===== src/rtl/fp32_to_int_seq_if.sv =====
// Handshake bundle between the FP result bus, the fp32->int converter and its integer consumer.
// Latency: none (wires only).
// Backpressure: valid/ready on both the operand side and the result side.
interface fp32_to_int_seq_if #(
    parameter int XLEN = 32
);
    logic            in_valid;
    logic            in_ready;
    logic [31:0]     a;
    logic            is_signed;
    logic            out_valid;
    logic            out_ready;
    logic [XLEN-1:0] result;
    logic            overflow;
    logic            underflow;
    logic            exception;

    // Producer of operands and consumer of results.
    modport master (
        output in_valid, a, is_signed, out_ready,
        input  in_ready, out_valid, result, overflow, underflow, exception
    );

    // The converter itself.
    modport slave (
        input  in_valid, a, is_signed, out_ready,
        output in_ready, out_valid, result, overflow, underflow, exception
    );
endinterface


===== src/rtl/fp32_to_int_seq.sv =====
// Multi-cycle IEEE-754 single -> saturated signed/unsigned XLEN integer, 1-bit-per-cycle aligner.
// Latency: 1 cycle for NaN/Inf/zero/|a|<1, otherwise |e-23|+2 cycles after accept.
// Backpressure: one operand in flight; in_ready only in IDLE, result held until out_ready.
// Optional build macro FP2INT_ROUND_NEAREST_EN: round to nearest-even instead of truncation.
module fp32_to_int_seq #(
    parameter int XLEN = 32
) (
    input  logic              clk,
    input  logic              rst_n,
    fp32_to_int_seq_if.slave  bus
);
    // Magnitude register: 24 significand bits plus XLEN bits of headroom for left shifts.
    localparam int MW = XLEN + 24;

`ifdef FP2INT_ROUND_NEAREST_EN
    // 0.5 <= |a| < 1 can round up to 1, so it must go through the aligner.
    localparam logic [7:0] LOW_EXP = 8'd126;
`else
    localparam logic [7:0] LOW_EXP = 8'd127;
`endif

    localparam logic [XLEN-1:0] POS_MAX = {1'b0, {(XLEN-1){1'b1}}};
    localparam logic [XLEN-1:0] NEG_MIN = {1'b1, {(XLEN-1){1'b0}}};
    localparam logic [XLEN-1:0] ONES    = {XLEN{1'b1}};
    localparam logic [XLEN-1:0] ONE     = {{(XLEN-1){1'b0}}, 1'b1};

    typedef enum logic [1:0] {IDLE, SHIFT, PACK, DONE} state_t;

    state_t          state_q, state_d;
    logic [6:0]      cnt_q, cnt_d;
    logic [MW-1:0]   mag_q, mag_d;
    logic            left_q, left_d;
    logic            ovf_q, ovf_d;        // a 1 was shifted past the top of mag_q
    logic            neg_q, neg_d;
    logic            sgn_q, sgn_d;
    logic [XLEN-1:0] result_q, result_d;
    logic            overflow_q, overflow_d;
    logic            underflow_q, underflow_d;
    logic            exception_q, exception_d;
    logic            out_valid_q, out_valid_d;
`ifdef FP2INT_ROUND_NEAREST_EN
    logic            guard_q, guard_d;
    logic            sticky_q, sticky_d;
    logic            round_inc;
`endif

    logic [7:0]      exp_w;
    logic [22:0]     frac_w;
    logic [MW:0]     mag_r;               // magnitude after rounding, one carry bit wider
    logic            big;                 // rounded magnitude >= 2^XLEN

    assign exp_w  = bus.a[30:23];
    assign frac_w = bus.a[22:0];

    // Rounded magnitude and the coarse out-of-range indication used in PACK.
    always_comb begin
`ifdef FP2INT_ROUND_NEAREST_EN
        round_inc = guard_q & (sticky_q | mag_q[0]);
        mag_r     = {1'b0, mag_q} + {{MW{1'b0}}, round_inc};
`else
        mag_r     = {1'b0, mag_q};
`endif
        big = ovf_q | (|mag_r[MW:XLEN]);
    end

    // State and datapath registers; reset aborts any operation in flight.
    always_ff @(posedge clk or negedge rst_n) begin
        if (!rst_n) begin
            state_q     <= IDLE;
            cnt_q       <= '0;
            mag_q       <= '0;
            left_q      <= 1'b0;
            ovf_q       <= 1'b0;
            neg_q       <= 1'b0;
            sgn_q       <= 1'b0;
            result_q    <= '0;
            overflow_q  <= 1'b0;
            underflow_q <= 1'b0;
            exception_q <= 1'b0;
            out_valid_q <= 1'b0;
`ifdef FP2INT_ROUND_NEAREST_EN
            guard_q     <= 1'b0;
            sticky_q    <= 1'b0;
`endif
        end else begin
            state_q     <= state_d;
            cnt_q       <= cnt_d;
            mag_q       <= mag_d;
            left_q      <= left_d;
            ovf_q       <= ovf_d;
            neg_q       <= neg_d;
            sgn_q       <= sgn_d;
            result_q    <= result_d;
            overflow_q  <= overflow_d;
            underflow_q <= underflow_d;
            exception_q <= exception_d;
            out_valid_q <= out_valid_d;
`ifdef FP2INT_ROUND_NEAREST_EN
            guard_q     <= guard_d;
            sticky_q    <= sticky_d;
`endif
        end
    end

    // Next-state: classify on accept, align one bit per cycle, round/saturate, hold until taken.
    always_comb begin
        state_d     = state_q;
        cnt_d       = cnt_q;
        mag_d       = mag_q;
        left_d      = left_q;
        ovf_d       = ovf_q;
        neg_d       = neg_q;
        sgn_d       = sgn_q;
        result_d    = result_q;
        overflow_d  = overflow_q;
        underflow_d = underflow_q;
        exception_d = exception_q;
        out_valid_d = out_valid_q;
`ifdef FP2INT_ROUND_NEAREST_EN
        guard_d     = guard_q;
        sticky_d    = sticky_q;
`endif
        case (state_q)
            IDLE: begin
                if (bus.in_valid) begin
                    result_d    = '0;
                    overflow_d  = 1'b0;
                    underflow_d = 1'b0;
                    exception_d = 1'b0;
                    neg_d       = bus.a[31];
                    sgn_d       = bus.is_signed;
                    ovf_d       = 1'b0;
                    mag_d       = {{XLEN{1'b0}}, 1'b1, frac_w};
`ifdef FP2INT_ROUND_NEAREST_EN
                    guard_d     = 1'b0;
                    sticky_d    = 1'b0;
`endif
                    if (exp_w == 8'hFF) begin
                        exception_d = 1'b1;
                        out_valid_d = 1'b1;
                        state_d     = DONE;
                        if (frac_w != '0)
                            result_d = bus.is_signed ? POS_MAX : ONES;
                        else if (!bus.a[31])
                            result_d = bus.is_signed ? POS_MAX : ONES;
                        else
                            result_d = bus.is_signed ? NEG_MIN : '0;
                    end else if (exp_w < LOW_EXP) begin
                        // Zero, denormal or too small: +/-0 is exact, everything else underflows.
                        underflow_d = |bus.a[30:0];
                        out_valid_d = 1'b1;
                        state_d     = DONE;
                    end else if (exp_w == 8'd150) begin
                        state_d = PACK;
                    end else if (exp_w > 8'd150) begin
                        left_d  = 1'b1;
                        cnt_d   = 7'(exp_w - 8'd150);
                        state_d = SHIFT;
                    end else begin
                        left_d  = 1'b0;
                        cnt_d   = 7'(8'd150 - exp_w);
                        state_d = SHIFT;
                    end
                end
            end
            SHIFT: begin
                if (left_q) begin
                    mag_d = {mag_q[MW-2:0], 1'b0};
                    ovf_d = ovf_q | mag_q[MW-1];
                end else begin
                    mag_d = {1'b0, mag_q[MW-1:1]};
`ifdef FP2INT_ROUND_NEAREST_EN
                    guard_d  = mag_q[0];
                    sticky_d = sticky_q | guard_q;
`endif
                end
                cnt_d = cnt_q - 7'd1;
                if (cnt_q == 7'd1)
                    state_d = PACK;
            end
            PACK: begin
                out_valid_d = 1'b1;
                state_d     = DONE;
                overflow_d  = 1'b0;
                if (sgn_q) begin
                    if (!neg_q) begin
                        if (big || mag_r[XLEN-1]) begin
                            result_d   = POS_MAX;
                            overflow_d = 1'b1;
                        end else begin
                            result_d = mag_r[XLEN-1:0];
                        end
                    end else begin
                        // -2^(XLEN-1) itself is representable.
                        if (big || (mag_r[XLEN-1] && (|mag_r[XLEN-2:0]))) begin
                            result_d   = NEG_MIN;
                            overflow_d = 1'b1;
                        end else begin
                            result_d = ~mag_r[XLEN-1:0] + ONE;
                        end
                    end
                end else begin
                    if (!neg_q) begin
                        if (big) begin
                            result_d   = ONES;
                            overflow_d = 1'b1;
                        end else begin
                            result_d = mag_r[XLEN-1:0];
                        end
                    end else begin
                        // Negative values clamp to 0; only a rounded-to-zero magnitude is exact.
                        result_d   = '0;
                        overflow_d = big | (|mag_r[XLEN-1:0]);
                    end
                end
            end
            DONE: begin
                if (bus.out_ready) begin
                    out_valid_d = 1'b0;
                    state_d     = IDLE;
                end
            end
            default: state_d = IDLE;
        endcase
    end

    assign bus.in_ready  = (state_q == IDLE);
    assign bus.out_valid = out_valid_q;
    assign bus.result    = result_q;
    assign bus.overflow  = overflow_q;
    assign bus.underflow = underflow_q;
    assign bus.exception = exception_q;

endmodule


===== src/flat_wrapper.sv =====
// flat-port wrapper written by rule: the top's interface ports become plain ports
module fp32_to_int_seq_flat 
#(
    parameter int XLEN = 32
)
  (clk, rst_n, bus_in_valid, bus_a, bus_is_signed, bus_out_ready, bus_in_ready, bus_out_valid, bus_result, bus_overflow, bus_underflow, bus_exception);
  fp32_to_int_seq_if #(.XLEN(XLEN)) bus_i ();
  input  logic clk;
  input  logic rst_n;
  input wire logic [$bits(bus_i.in_valid)-1:0] bus_in_valid;
  input wire logic [$bits(bus_i.a)-1:0] bus_a;
  input wire logic [$bits(bus_i.is_signed)-1:0] bus_is_signed;
  input wire logic [$bits(bus_i.out_ready)-1:0] bus_out_ready;
  output wire logic [$bits(bus_i.in_ready)-1:0] bus_in_ready;
  output wire logic [$bits(bus_i.out_valid)-1:0] bus_out_valid;
  output wire logic [$bits(bus_i.result)-1:0] bus_result;
  output wire logic [$bits(bus_i.overflow)-1:0] bus_overflow;
  output wire logic [$bits(bus_i.underflow)-1:0] bus_underflow;
  output wire logic [$bits(bus_i.exception)-1:0] bus_exception;
  assign bus_i.in_valid = bus_in_valid;
  assign bus_i.a = bus_a;
  assign bus_i.is_signed = bus_is_signed;
  assign bus_i.out_ready = bus_out_ready;
  assign bus_in_ready = bus_i.in_ready;
  assign bus_out_valid = bus_i.out_valid;
  assign bus_result = bus_i.result;
  assign bus_overflow = bus_i.overflow;
  assign bus_underflow = bus_i.underflow;
  assign bus_exception = bus_i.exception;
  fp32_to_int_seq #(.XLEN(XLEN)) u_core (.clk(clk), .rst_n(rst_n), .bus(bus_i));
endmodule

===== config.mk =====
export PLATFORM = sky130hd
export DESIGN_NAME = fp32_to_int_seq_flat
export DESIGN_NICKNAME = d
export VERILOG_FILES = /design/src/rtl/fp32_to_int_seq_if.sv /design/src/rtl/fp32_to_int_seq.sv /design/src/flat_wrapper.sv
export SDC_FILE = /design/constraint.sdc
export NUM_CORES = 1
export LEC_CHECK = 0
export CORE_AREA = 2 2 120 122
export CTS_CLUSTER_DIAMETER = 80
export CTS_CLUSTER_SIZE = 16
export DETAILED_ROUTE_END_ITERATION = 8
export DIE_AREA = 0 0 122 124
export DONT_BUFFER_PORTS = 1
export GPL_TIMING_DRIVEN = 1
export PLACE_DENSITY_LB_ADDON = 0.08
export SETUP_SLACK_MARGIN = 0.4
export SLEW_MARGIN = 25
export SYNTH_ARGS = -nofsm -noshare
export SYNTH_HDL_FRONTEND = slang
export SYNTH_SLANG_ARGS = --single-unit

===== constraint.sdc =====
create_clock -name clk -period 3.2 [get_ports clk]
set_input_delay 0.32 -clock clk [delete_from_list [all_inputs] [get_ports clk]]
set_output_delay 0.32 -clock clk [all_outputs]
set_load 0.005 [all_outputs]

==> impl_metrics.toml, run 1 <==
[run_status]
status = "completed"

[yosys]
warnings_synthesis = 0
synth.cells.most_frequent = "nand2_1, dfrtp_1, o21ai_0, clkbuf_1, mux2i_1"
yosysMostFrequentCell = "nand2_1"
async_flop_share_pct = 100
ys_seq_area_share_pct = 38.8
netlist_instances = 817
synthDominantAreaCellType = "dfrtp_1"
yosys_reg_bits = 105
ys_dominant_reg_cell = "dfrtp_1"
yosysTopAreaCellShare_pct = 38.8
syn-mean-instance-area_sq_um = 8.28
synthesized_nets = 867
netlist_top_cells_area = "dfrtp_1, mux2i_1, o21ai_0, nand2_1, a21oi_1"
synth-edff-count = 0
synth.cell_area_sq_um = 6770
synth.lib_cells_used.distinct = 63

[worst_setup_path]
worst-endpoint-arrival_ps = 2910
timing.critical_path.slowest_stage_cell = "or4_4"
end_kind = "flip-flop"
timing.critical_path.mode_cell = "or4_4"
slowest_delay_ps = 580
worst-setup-path-type = "reg2reg"
timing.critical_path.fanout_max = 7
worst_setup_path_start_kind = "flip-flop"
list_of_cells_traversed_by_the_critical_path = "or4_4 -> or4_4 -> o41a_1 -> nor4_1 -> o21ai_1 -> a21oi_1"
required_ps = 3490
cp-startpoint = "u_core.mag_q[14]"
rr_startpoint = "u_core.mag_q[14]"
worst-r2r-setup-slack_ps = 570

[floorplanning]
floorplan.initialDensity_pct = 49.3
fp.dieH_um = 124
die_w_um = 122
floorplan.rows = 43
core_area_sq_um = 13700
fp.dieArea_sq_um = 15100
design.portCount = 74

[clock_tree]
clock_latency_ps = 360
clock_sinks = 105
max-clock-path-buffers = 2
postCtsSetupBuffers = 0
clk_root_buffer_cell = "clkbuf_16"
clock_tree_from_tritoncts = "built"
post_cts_resized = 0
clkSlewWorstSetupHoldPaths_ps = 70
cts_max_level = 3
tritoncts.num_buffers = 9

[detailed_routing]
avgRoutedWirePerCell_um = 19.5
postRouteAntennaNets = 0
drc = 0
detail_route.iter0.violations = 587
vias = 6008
drt_first_pass_iters = 5
wirelength_um = 18800
mean_number_of_vias_per_cell = 6.23

[timing]
finClkSkew_ps = 7.19
maxClockFrequency_ghz = 0.380
total_of_endpoints_with_negative_setup_slack_in_the_final_report = 0
setup_total_neg_slack_ps = 0
number_of_max_slew_violations_in_the_final_report = 0
timing.final.ws_setup_ps = 572
rsz0062_at_grt = "no"
max_slew_margin_pct = 35.4
tightest_slew_ps = 968
final_worst_path_cycle_share_pct = 82.1
final.min_clock_period_ps = 2630
timing_hold_violations_final = 0

[flow_run]
maxCapViolations = 0

[pwr]
p_total_mw = 6.47
power_density_nw_per_um2 = 898
total_leakage_power_nw = 3.21
worst_ir_drop_vdd_uv = 546

[worst_hold_path]
holdCritPathClass = "in2reg"
min-delay-start = "bus_a[30]"

[placed_design]
port_buffers = 0
pre_cts_ws_ps = 542
post-dp-hpwl_um = 13100
last_weighted_congestion_value_of_the_routability_driven_placer = 0.880

[layout]
net_count_reported_at_finish = 829
num_antenna_cells = 0
drive_gt1_share_pct = 6.12
syn_to_final_growth_pct = 6.53

[global_route]
antenna_found_initial = 0
grt_pass1_vias = 5699
grt_max_degree = 106
use_met3_pct = 4.95
met2_usage_pct = 39.5
global_route_total_usage_across_every_layer_pct = 25.5
met1_usage_pct = 35.0
grt.overflow.total = 0
grt_busiest_layer = "met2"
wire_length_of_the_first_global_routing_pass_um = 30300
[worst max-delay path, delay by kind of cell, from the launching register on]
family	cells	cell delay, ps
simple gates	3	1410
compound gates	3	670
flops	1	470
[where the power goes]
group | switching, mW | internal, mW
Sequential | 0.768 | 1.74
Clock | 0.546 | 0.557
Combinational | 1.67 | 1.18
Total | 2.99 | 3.48
[cell usage in the layout (no fill, tap or decap), types with 4 or more instances in the layout]
cell type / synthesis / routed
nand3_1: 15 / 15
nor3_1: 27 / 27
and3_1: 12 / 12
nor4_1: 20 / 20
o21ai_0: 103 / 103
a22oi_1: 6 / 6
nand2_1: 125 / 125
or3_1: 7 / 7
a21oi_1: 46 / 46
mux2i_1: 58 / 56
xnor2_1: 18 / 18
nand4_1: 18 / 18
clkbuf_16: 0 / 9
and2_1: 6 / 6
o41ai_1: 4 / 4
buf_4: 0 / 16
inv_1: 18 / 18
o22ai_1: 4 / 4
o21ai_1: 5 / 5
dfrtp_1: 105 / 104
o2111ai_1: 7 / 7
xor2_1: 9 / 9
a31oi_1: 4 / 4
ha_1: 13 / 13
nor2_1: 46 / 46
or4_1: 7 / 7
o21bai_1: 5 / 5
o211ai_1: 5 / 5
[area by class of cell]
class                           count  area [sq um]
Clock buffer                       11           243
Fill cell                        1313          6510
Tap cell                          180           225
Inverter                           19          71.3
Clock inverter                      5          38.8
Sequential cell                   105          2630
Timing Repair Buffer               19           178
Multi-Input combinational cell    625          3820
[state kept, by name, indices dropped and copies added, names as in the netlist]
| signal | count |
|---|---|
| u_core.bus.exception | 1 |
| u_core.mag_q | 56 |
| u_core.left_q | 1 |
| u_core.bus.out_valid | 1 |
| u_core.neg_q | 1 |
| u_core.sgn_q | 1 |
| u_core.bus.underflow | 1 |
| u_core.cnt_q | 7 |
| u_core.state_q | 2 |
| u_core.bus.result | 32 |
| u_core.ovf_q | 1 |
| u_core.bus.overflow | 1 |
[worst paths after layout]
| check | endpoint | cells past startpoint |
|---|---|---|
| max in group asynchronous | u_core.left_q | 2 |
| setup reg to reg | u_core.bus.result[21] | 6 |
| setup / recovery | u_core.bus.result[21] | 6 |
| min in group asynchronous | u_core.mag_q[5] | 2 |
| hold / removal | u_core.bus.underflow | 1 |
| hold reg to reg | u_core.bus.overflow | 2 |
[metrics by stage]
stage | utilization [%] | instances | cell area [sq um] | hold WS [ps]
floorplan | - | 817 | 6770 | 24.4
global placement | 50.2 | 946 | 6890 | 27.4
detailed placement | 50.2 | 946 | 6890 | 26.7
CTS | 52.5 | 964 | 7210 | 53.9
global route | 52.5 | 964 | 7210 | 62.8
finish | 52.5 | 964 | 7210 | 64.3
[cell families (layout without fill, tap and decap cells)]
kind of cell             Yosys count  count (layout)  share of synthesized area [%]
AO/OA/AOI/OAI                    219             219                           19.3
XOR/XNOR                          27              27                           3.49
adder cells (fa/ha/maj)           13              13                           2.40
buffers and inverters             87              54                           5.10
flip-flops                       105             105                           38.8
multiplexers                      59              59                           8.75
AND/OR/NAND/NOR                  307             307                           22.2
[metal layers]
layer	routed length [um]	vias to the layer above
met5	0	-
met4	516	0
met3	1200	32
met2	8580	228
met1	8480	2873
li1	-	2875
[repair_timing]
action | in CTS | in global routing
endpoints found under the setup margin | 0 | 0
endpoints found under the hold margin | 105 | 0
hold buffers | 2 | 0
Power figures use the tool's default switching activity.
==> run 2, diff against run 1 <==
Clock period 3.2 ns to 2.7 ns, I/O delays scaled along.
==> run 2 against run 1 <==
Compared with the run above:
- the run now ends with hold timing left
- highest routed layer unchanged
- routed wire length is 1.1% higher
- clock power is 16% higher
- cell area is 8.1% higher
- count of clock-buffer cells in the layout is 1 lower
- hold slack worse by 460 ps
- fmax is 12% higher
- critical path type unchanged
- core utilization is 4.3 points higher
- die area stayed put
==> impl_metrics.toml, run 2 (synthesis gave the netlist of run 1 again) <==
[timing]
timing.final.ws_setup_ps = 347
finClkSkew_ps = 14.1
max_slew_margin_pct = 44.3
tightest_slew_ps = 834
number_of_max_slew_violations_in_the_final_report = 0
maxClockFrequency_ghz = 0.425
rsz0062_at_grt = "yes"
setup_total_neg_slack_ps = 0
final_worst_path_cycle_share_pct = 87.1
total_of_endpoints_with_negative_setup_slack_in_the_final_report = 0
fin_worst_hold_slack_ps = -396
timing_hold_violations_final = 105
final.min_clock_period_ps = 2350

[global_route]
wire_length_of_the_first_global_routing_pass_um = 30900
antenna_found_initial = 0
grt_pass1_vias = 5854
global_route_total_usage_across_every_layer_pct = 26.0
grt.overflow.total = 0
grt_max_degree = 106

[clock_tree]
clock_sinks = 105
tritoncts.num_buffers = 9
clkSlewWorstSetupHoldPaths_ps = 80
cts_max_level = 3
max-clock-path-buffers = 2
clock_tree_from_tritoncts = "built"
clk_root_buffer_cell = "clkbuf_16"
clock_latency_ps = 360

[floorplanning]
fp.dieH_um = 124
core_area_sq_um = 13700
die_w_um = 122
design.portCount = 74
floorplan.initialDensity_pct = 49.3
floorplan.rows = 43
fp.dieArea_sq_um = 15100

[layout]
cell_count_final_fillers_out = 1020
design_area_sq_um = 7790
syn_to_final_growth_pct = 15.2
net_count_reported_at_finish = 885
utilization_pct = 56.8
num_antenna_cells = 0
regMostFlops = "u_core.mag_q"
largest_register_ff_count = 56
most_common_cell_after_layout_fill_and_taps_aside = "nand2_1"
most_frequent_cells_in_the_layout = "nand2_1, o21ai_0, dfrtp_1"
drive_gt1_share_pct = 16.9

[run_status]
violations = "hold timing"
status = "finished, violations left"

[worst_setup_path]
critical_path.reg2reg.endpoint = "u_core.bus.result[31]"
required_ps = 2940
worst-endpoint-arrival_ps = 2590
worst-r2r-setup-slack_ps = 350
timing.critical_path.fanout_max = 6
rr_startpoint = "u_core.mag_q[9]"
ff2ff_path_depth = 6
worst-setup-path-type = "reg2reg"
worst_setup_path_start_kind = "flip-flop"
end_kind = "flip-flop"

[placed_design]
dpl-instance-area_sq_um = 7170
last_weighted_congestion_value_of_the_routability_driven_placer = 0.933
placed_cells = 981
port_buffers = 0
pre_cts_ws_ps = 161
post-dp-hpwl_um = 13700

[detailed_routing]
drc = 0
drt_first_pass_iters = 5
detail_route.iter0.violations = 480
avgRoutedWirePerCell_um = 18.6
postRouteAntennaNets = 0
vias = 6138
mean_number_of_vias_per_cell = 6.02
wirelength_um = 19000

[pwr]
power_density_nw_per_um2 = 1050
p_total_mw = 8.20
total_leakage_power_nw = 3.54
worst_ir_drop_vdd_uv = 675

[flow_run]
maxCapViolations = 0

[worst_hold_path]
holdCritPathClass = "in2async"
[run 2: report_power, final]
part	total [mW]	leakage (nW)	internal, mW	switching (mW)
Sequential	2.66	1.36	2.08	0.575
Combinational	4.26	2.05	1.80	2.46
Clock	1.28	0.134	0.637	0.640
[run 2: worst max-delay path by stage]
stage,to,startpoint
after floorplan,u_core.bus.result[31],u_core.mag_q[9]
after global placement,u_core.bus.result[7],u_core.mag_q[35]
after detailed placement,u_core.bus.result[7],u_core.mag_q[35]
after CTS,u_core.bus.result[27],u_core.mag_q[13]
after global routing,u_core.bus.result[31],u_core.mag_q[9]
final,u_core.bus.result[31],u_core.mag_q[9]
[run 2: layout make-up]
cell class / instances / area, sq um
fill: 1267 / 5930
inverter: 19 / 71.3
sequential: 105 / 2640
multi-input combinational: 625 / 4010
clock inverter: 6 / 47.5
tap: 180 / 225
timing repair buffer: 75 / 574
clock buffer: 10 / 229
[run 2: worst max-delay path, stage by stage, from the launching register on]
cell	delay, ps
dfrtp_1	380
or4_4	560
or4_4	580
nor3_4	170
and4b_1	220
nor3_1	50
a2111o_1	280
[run 2: metal layers]
layer  GRT usage [%]  part of all wire [%]
met4            9.20                   2.3
met5               0                     0
met1            36.3                    46
met2            40.7                    46
met3            4.85                   5.8
[run 2: what timing repair did]
item | CTS | global route
pin swaps | 9 | 14
endpoints found under the setup margin | 32 | 69
cloned | 0 | 0
buffers inserted | 12 | 11
endpoints found under the hold margin | 105 | 105
resized for setup | 20 | 28
==> run 3, diff against run 2 <==
==> constraint.sdc (replaced) <==
create_clock -name clk -period 2.7 [get_ports clk]
set_input_delay 0.27 -clock clk [delete_from_list [all_inputs] [get_ports clk]]
set_output_delay 0.27 -clock clk [all_outputs]
set_load 0.05 [all_outputs]
==> run 3 against run 2 <==
Compared with the run above:
- register-to-register slack got worse by 50 ps
- core utilization rose by 0.42 points
- the run still ends with hold timing left
- combinational power rose by 4%
- sequential power rose by 23%
- critical path type unchanged
- worst setup slack got worse by 52 ps
- cell count down 0.59%
- clock power about the same
==> impl_metrics.toml, run 3 (synthesis gave the netlist of run 1 again) <==
[worst_setup_path]
timing.critical_path.fanout_max = 6
rr_startpoint = "u_core.mag_q[7]"
worst-path-buf-inv = 0
timing.critical_path.mode_cell = "or4_4"
worst-r2r-setup-slack_ps = 300
required_ps = 2980
critPathTopFamily = "simple AND/OR/NAND/NOR gates"
timing.critical_path.slowest_stage_cell = "or4_4"
worst_setup_path_start_kind = "flip-flop"
end_kind = "flip-flop"
slowest_delay_ps = 600
critical_path.reg2reg.endpoint = "u_core.bus.result[27]"
worst-endpoint-arrival_ps = 2680
ff2ff_path_depth = 6
worst-setup-path-type = "reg2reg"
list_of_cells_traversed_by_the_critical_path = "or4_4 -> or4_4 -> o41a_1 -> a21oi_2 -> o21ai_1 -> o2111ai_1"

[floorplanning]
fp.dieArea_sq_um = 15100
die_w_um = 122
floorplan.initialDensity_pct = 49.3
core_area_sq_um = 13700
design.portCount = 74
floorplan.rows = 43
fp.dieH_um = 124

[pwr]
power_density_nw_per_um2 = 1140
total_leakage_power_nw = 3.54
p_total_mw = 8.99
worst_ir_drop_vdd_uv = 931

[clock_tree]
clock_tree_from_tritoncts = "built"
cts_hold_buf = 1
clock_latency_ps = 360
tritoncts.num_buffers = 9
cts_max_level = 3
clk_root_buffer_cell = "clkbuf_16"
max-clock-path-buffers = 2
clkSlewWorstSetupHoldPaths_ps = 70
clock_sinks = 105

[detailed_routing]
avgRoutedWirePerCell_um = 19.2
mean_number_of_vias_per_cell = 6.08
detail_route.iter0.violations = 492
drc = 0
postRouteAntennaNets = 0
vias = 6164
wirelength_um = 19500
drt_first_pass_iters = 5

[global_route]
grt_pass1_vias = 5824
global_route_total_usage_across_every_layer_pct = 25.8
antenna_found_initial = 0
wire_length_of_the_first_global_routing_pass_um = 30500
grt.overflow.total = 0
grt_max_degree = 106

[timing]
maxClockFrequency_ghz = 0.416
final_worst_path_cycle_share_pct = 89.1
final.min_clock_period_ps = 2400
setup_total_neg_slack_ps = 0
timing_hold_violations_final = 105
rsz0062_at_grt = "yes"
total_of_endpoints_with_negative_setup_slack_in_the_final_report = 0
fin_worst_hold_slack_ps = -401
finClkSkew_ps = 4.17
max_slew_margin_pct = 50.3
number_of_max_slew_violations_in_the_final_report = 0
tightest_slew_ps = 731

[layout]
layout.filler_cells = 1269
most_frequent_cells_in_the_layout = "nand2_1, dfrtp_1, o21ai_0"
most_common_cell_after_layout_fill_and_taps_aside = "nand2_1"
largest_register_ff_count = 56
num_antenna_cells = 0
syn_to_final_growth_pct = 16.0
regMostFlops = "u_core.mag_q"
drive_gt1_share_pct = 17.3
net_count_reported_at_finish = 879
design_area_sq_um = 7850
utilization_pct = 57.2

[placed_design]
post-dp-hpwl_um = 13500
port_buffers = 0
dpl-instance-area_sq_um = 7140
last_weighted_congestion_value_of_the_routability_driven_placer = 0.883

[run_status]
violations = "hold timing"
status = "finished, violations left"

[worst_hold_path]
holdCritPathClass = "in2async"

[flow_run]
maxCapViolations = 0
run 3: cell count changes in the layout (fill, tap and decap cells not counted), sizes merged:
cell         before  now
clkinv            2    4
mux2i            58   59
clkbuf           10    9
buf              75   67
dlygate4sd3       0    1
inv              22   21
run 3: cell type report:
cell class / count / area, sq um / area share (%)
sequential: 105 / 2630 / 33.6
inverter: 19 / 71.3 / 0.909
clock buffer: 9 / 225 / 2.87
multi-input combinational: 626 / 4100 / 52.3
tap: 180 / 225 / 2.87
timing repair buffer: 68 / 537 / 6.84
clock inverter: 7 / 55.1 / 0.701
run 3: metal layers:
layer  vias to the layer above  global-route usage (%)  routed length, um
met5                         -                       0                  0
met4                         0                    7.76                291
met3                        24                    6.41               1360
met2                       172                    40.8               9060
met1                      2991                    35.0               8740
li1                       2977                       -                  -
run 3: power breakdown:
part | switching, mW | internal [mW]
Clock | 0.656 | 0.637
Sequential | 1.21 | 2.06
Combinational | 2.58 | 1.84
run 3: worst max path at each step:
stage	start	endpoint	slack (ps)	depth (start not counted)
final	u_core.mag_q[7]	u_core.bus.result[27]	300	6
after global routing	u_core.mag_q[7]	u_core.bus.result[27]	240	6
after CTS	u_core.mag_q[13]	u_core.bus.result[31]	320	6
after detailed placement	u_core.mag_q[35]	u_core.bus.result[11]	100	6
after global placement	u_core.mag_q[35]	u_core.bus.result[3]	190	6
after floorplan	u_core.mag_q[9]	u_core.bus.result[31]	280	8
run 3: stage by stage:
step	cells	worst slack (ps)
CTS	1002	319
global placement	976	190
finish	1014	295
floorplan	817	281
global route	1014	241
detailed placement	976	104
run 3: repair_timing:
| action | 4_1_cts | 5_1_grt |
|---|---|---|
| gates cloned | 0 | 1 |
| resized for setup | 19 | 41 |
| pin swaps | 8 | 21 |
| buffers inserted | 9 | 11 |
| hold endpoints to repair | 106 | 105 |
| setup endpoints to repair | 30 | 33 |
